$ cat config.mk
export PLATFORM = sky130hd
export DESIGN_NAME = fifo_pop_router
export DESIGN_NICKNAME = d
export VERILOG_FILES = /design/src/rtl/fifo_pop_router.sv
export SDC_FILE = /design/constraint.sdc
export NUM_CORES = 1
export LEC_CHECK = 0
export CAP_MARGIN = 30
export CORE_UTILIZATION = 42
export CTS_BUF_LIST = sky130_fd_sc_hd__clkbuf_8
export CTS_CLUSTER_SIZE = 12
export DETAILED_ROUTE_END_ITERATION = 8
export PLACE_DENSITY_LB_ADDON = 0.2
export SLEW_MARGIN = 15
export SYNTH_ARGS = -nofsm -noshare
export SYNTH_HDL_FRONTEND = slang
export SYNTH_SLANG_ARGS = --single-unit
export TNS_END_PERCENT = 50
$ cat constraint.sdc
create_clock -name clk -period 2 [get_ports clk]
set_input_delay 0.2 -clock clk [delete_from_list [all_inputs] [get_ports clk]]
set_output_delay 0.2 -clock clk [all_outputs]
set_load 0.02 [all_outputs]
$ cat src/rtl/fifo_pop_router.sv
// fifo_pop_router: pops a FIFO and routes each word to one of 4 queues.
// Optional per-destination push counters: define ROUTER_STATS_EN.
module fifo_pop_router #(
  parameter int DATA_WIDTH = 10,
  parameter int STAT_WIDTH = 8
) (
  input  logic                  clk,
  input  logic                  reset,
  input  logic                  fifo_empty,
  input  logic                  fifo_error,
  input  logic [DATA_WIDTH-1:0] fifo_data_out,
  output logic                  fifo_read_enable,
  input  logic [3:0]            dest_almost_full,
  output logic [3:0]            push,
  output logic [DATA_WIDTH-1:0] data_out,
  output logic [1:0]            state,
  output logic                  idle
`ifdef ROUTER_STATS_EN
  ,
  output logic [STAT_WIDTH-1:0] pop_count0,
  output logic [STAT_WIDTH-1:0] pop_count1,
  output logic [STAT_WIDTH-1:0] pop_count2,
  output logic [STAT_WIDTH-1:0] pop_count3
`endif
);

  typedef enum logic [1:0] {
    IDLE   = 2'd0,
    ACTIVE = 2'd1,
    ERROR  = 2'd2
  } state_t;

  state_t     state_q;
  state_t     state_d;
  logic       inflight;
  logic       any_full;
  logic       pop_ok;
  logic       deliver;
  logic [1:0] dest;
  logic [3:0] push_d;

  assign any_full = |dest_almost_full;
  assign pop_ok   = (state_q != ERROR)
                  & ~fifo_empty
                  & ~any_full;

  // reset gates the pop so the FIFO is never read while held in reset
  assign fifo_read_enable = reset & pop_ok;

  assign dest = fifo_data_out[DATA_WIDTH-1 -: 2];

  // an in-flight word is dropped if this edge enters (or stays in) ERROR
  assign deliver = inflight & (state_d != ERROR);

  assign state = state_q;
  assign idle  = (state_q == IDLE)
               & ~inflight
               & (push == 4'b0000);

  // next-state: error wins over every other transition
  always_comb begin
    state_d = state_q;
    if (fifo_error) begin
      state_d = ERROR;
    end else begin
      unique case (state_q)
        IDLE:    if (pop_ok) state_d = ACTIVE;
        ACTIVE:  if (fifo_empty | any_full) state_d = IDLE;
        ERROR:   state_d = ERROR;
        default: state_d = IDLE;
      endcase
    end
  end

  // one-hot destination strobe for the word arriving this cycle
  always_comb begin
    push_d = 4'b0000;
    if (deliver) begin
      unique case (dest)
        2'd0:    push_d = 4'b0001;
        2'd1:    push_d = 4'b0010;
        2'd2:    push_d = 4'b0100;
        default: push_d = 4'b1000;
      endcase
    end
  end

  // state, in-flight tracking and the registered output bus
  always_ff @(posedge clk or negedge reset) begin
    if (!reset) begin
      state_q  <= IDLE;
      inflight <= 1'b0;
      push     <= 4'b0000;
      data_out <= '0;
    end else begin
      state_q  <= state_d;
      inflight <= fifo_read_enable;
      push     <= push_d;
      if (deliver) data_out <= fifo_data_out;
    end
  end

`ifdef ROUTER_STATS_EN
  logic [STAT_WIDTH-1:0] cnt [4];

  // per-destination push counters; wrap naturally, cleared by reset only
  always_ff @(posedge clk or negedge reset) begin
    if (!reset) begin
      for (int i = 0; i < 4; i++) cnt[i] <= '0;
    end else begin
      for (int i = 0; i < 4; i++)
        if (push_d[i]) cnt[i] <= cnt[i] + STAT_WIDTH'(1);
    end
  end

  assign pop_count0 = cnt[0];
  assign pop_count1 = cnt[1];
  assign pop_count2 = cnt[2];
  assign pop_count3 = cnt[3];
`endif

endmodule

==> results of run 1 <==
-- synthesized netlist by cell type --
master    instances
or4_1             2
nand2b_1          1
dfrtp_1          17
or2b_1            1
and3b_2           1
nor3b_1           1
buf_6             1
and3b_1           2
and3_2            1
nor4_1            2
nand2_1           1
mux2_2            4
nor3_1            1
buf_12            1
mux2_4            6
-- worst max-delay path, stage by stage (launching register included) --
cell and delay [ps]:
dfrtp_1 370, or4_1 510, nor4_1 160, dlygate4sd2_1 370
-- report_power, final --
part | internal (mW) | leakage (nW) | switching (mW)
clock network | 0.136 | 0.0269 | 0.105
registers | 0.344 | 0.232 | 0.000000161
logic | 0.0314 | 0.255 | 0.0137
total | 0.511 | 0.514 | 0.119
-- path summary, 6_finish.rpt --
check,endpoint,slack [ps],cells past startpoint
min reg2reg,state[0],500,1
max reg2reg,data_out[9],510,4
min,data_out[1],310,2
min in group clk,state[0],500,1
max,idle,150,3
max in group asynchronous,data_out[9],1510,2
-- per-stage QoR --
stage | setup slack (ps) | TNS, ps | utilization [%]
3_5_place_dp | -224 | -224 | 69.4
6_report | 148 | 0 | 72.0
3_3_place_gp | -193 | -193 | 69.4
4_1_cts | 56.4 | 0 | 72.3
5_1_grt | 90.2 | 0 | 72.0
2_1_floorplan | 205 | 0 | -
-- state kept, by name, indices dropped and copies added, names as in the netlist --
| signal | flops |
|---|---|
| state | 2 |
| inflight | 1 |
| data_out | 10 |
| push | 4 |
-- layer usage --
metal / routed length, um / global-route usage [%]
met4: 0 / 3.75
met5: 0 / 0
met1: 583 / 21.8
met3: 114 / 3.88
met2: 624 / 23.7
-- layout make-up --
type	instances	area, um^2	area share [%]
sequential	17	425	39.2
clock buffer	3	41.3	3.81
tap	16	20.0	1.85
clock inverter	1	3.75	0.346
multi-input combinational	23	228	21.0
timing repair buffer	38	367	33.8
-- repair_timing --
item,CTS,global route
setup endpoints to repair,2,1
gates resized for setup,2,3
hold endpoints to repair,0,0
-- kinds of logic (layout without fill, tap and decap cells) --
| kind of cell | count (synthesis) | after routing |
|---|---|---|
| buf+inv | 2 | 42 |
| mux | 10 | 10 |
| flops | 17 | 17 |
| simple gates | 13 | 13 |
-- layout by cell type (no fill, tap or decap) --
cell	n
and3_2	1
clkbuf_8	3
inv_1	1
nor3b_1	1
and3b_2	1
nand2_1	1
nand2b_1	1
mux2_4	6
nor3_1	1
or2b_1	1
mux2_2	4
and3b_1	2
or4_1	2
nor4_1	2
clkdlybuf4s50_1	33
buf_4	3
clkbuf_2	1
dfrtp_1	17
dlygate4sd2_1	1
==> impl_metrics.csv, run 1 <==
group,metric,value,unit
run_status,status,"finished, final reports clean",
yosys,syn_inst,42,
clock_tree,clk_latency,240,ps
clock_tree,cts_setup_buffers,0,
cells_and_area,layout-drive-gt1-share,23.2,%
sta,holdWs,309,ps
sta,finalSetupViolCount,0,
critical_path,cp-start-kind,"flip-flop",
cells_and_area,fin_area,1080,um^2
routing,wl_per_cell,13.5,um
place,gp_congestion,0.697,
power_and_ir_drop,vdd_drop_max,0.000456,V
sta,finalCritPeriodShare,92.6,%
clock_tree,clk_pin_slew,60,ps
grt,grt_pass1_wl,2100,um
yosys,synthAdderAreaFrac,0,%
critical_path,criticalPathCategory,"reg2out",
place,numPortBuffers,35,
floorplanning,core_region_area,1510,um^2
routing,vias_per_cell,4.91,
place,place_area,1050,um^2
clock_tree,cts_sinks,17,
sta,slew_headroom,83.7,%
sta,worst_slew_pin_slew,243,ps
grt,grt_max_degree,18,
cells_and_area,diodes,0,
power_and_ir_drop,power_density,581,nW/um^2
yosys,ys_warn_count,0,
yosys,synth_top_area_share,62.2,%
sta,final.setup_skew,3.33,ps
grt,antenna_found_initial,0,
clock_tree,cts_hold_buf,0,
grt,grt_pass1_vias,463,
yosys,ys_ff_latch,17,
critical_path,critPathArrivalTime,1650,ps
yosys,synthSimpleGateAreaFrac,13.5,%
critical_path,r2r_start,"state[1]",
place,dp_cells,94,
yosys,synth_area_leaders,"dfrtp_1 (62%), mux2_4 (13%), mux2_2 (6.6%)",
cells_and_area,area_growth,58.5,%
yosys,synthMuxAreaShare,19.7,%
sta,rsz0062_at_grt,"no",
sta,fmax,540,MHz
sta,fin_crit,1850,ps
yosys,syn-num-nets,60,
yosys,synth-compound-area-share,0,%
yosys,synth.distinct_cells,15,
floorplanning,ioPinCount,36,
place,dpl.hpwl,1030,um
power_and_ir_drop,p_leak,0.514,nW
yosys,avgSynthCellArea,16.3,um^2
job,cap_viol_max_count,0,
cells_and_area,fillers,118,
clock_tree,h-tree-depth,1,
yosys,seq_area_frac_synth,62.2,%
cells_and_area,final_cell_count_no_fill,98,
routing,drt-total-wl,1320,um
critical_path,startpoint,"push[1]",
clock_tree,cts_root_buf,"clkbuf_8",
grt,grt_util_all_layers,15.3,%
yosys,synth_top_area_cell,"dfrtp_1",
clock_tree,cts_tree,"built",
routing,antenna_left,0,
power_and_ir_drop,total_power,0.630,mW
yosys,syn_area,684,um^2
floorplanning,num_rows,14,
sta,drv_slew,0,
cells_and_area,finalNetCount,101,
routing,dr.pass1.iters,3,
sta,finalHoldViolations,0,
floorplanning,die_h,42.4,um
clock_tree,clk_path_buf_depth,2,
floorplanning,dieArea,1790,um^2
yosys,synthXorXnorAreaFrac,0,%
clock_tree,cts_buffers,3,
grt,grt-ovfl-total,0,
floorplanning,start_util,45.4,%
critical_path,end_kind,"output port",
routing,dr_total_vias,481,
routing,drc,0,
yosys,synth_top_family_by_area,"multiplexers",
routing,dr.first_iter.drc_count,2,
floorplanning,die_x,42.4,um
worst_hold_path,hold_class,"in2async",
critical_path,worstPathMaxFanout,2,
critical_path,worstPathRequired,1800,ps
(Power assumes the default switching activity.)
==> run 2: changes to the inputs <==
--- a/config.mk
+++ b/config.mk
@@ -5,6 +5,7 @@
 export SDC_FILE = /design/constraint.sdc
 export NUM_CORES = 1
 export LEC_CHECK = 0
+export ABC_CLOCK_PERIOD_IN_PS = 2000
 export CAP_MARGIN = 30
 export CORE_UTILIZATION = 42
 export CTS_BUF_LIST = sky130_fd_sc_hd__clkbuf_8
==> results of run 2 <==
Same layout as run 1: the final DEF is identical, and so are final timing and power.
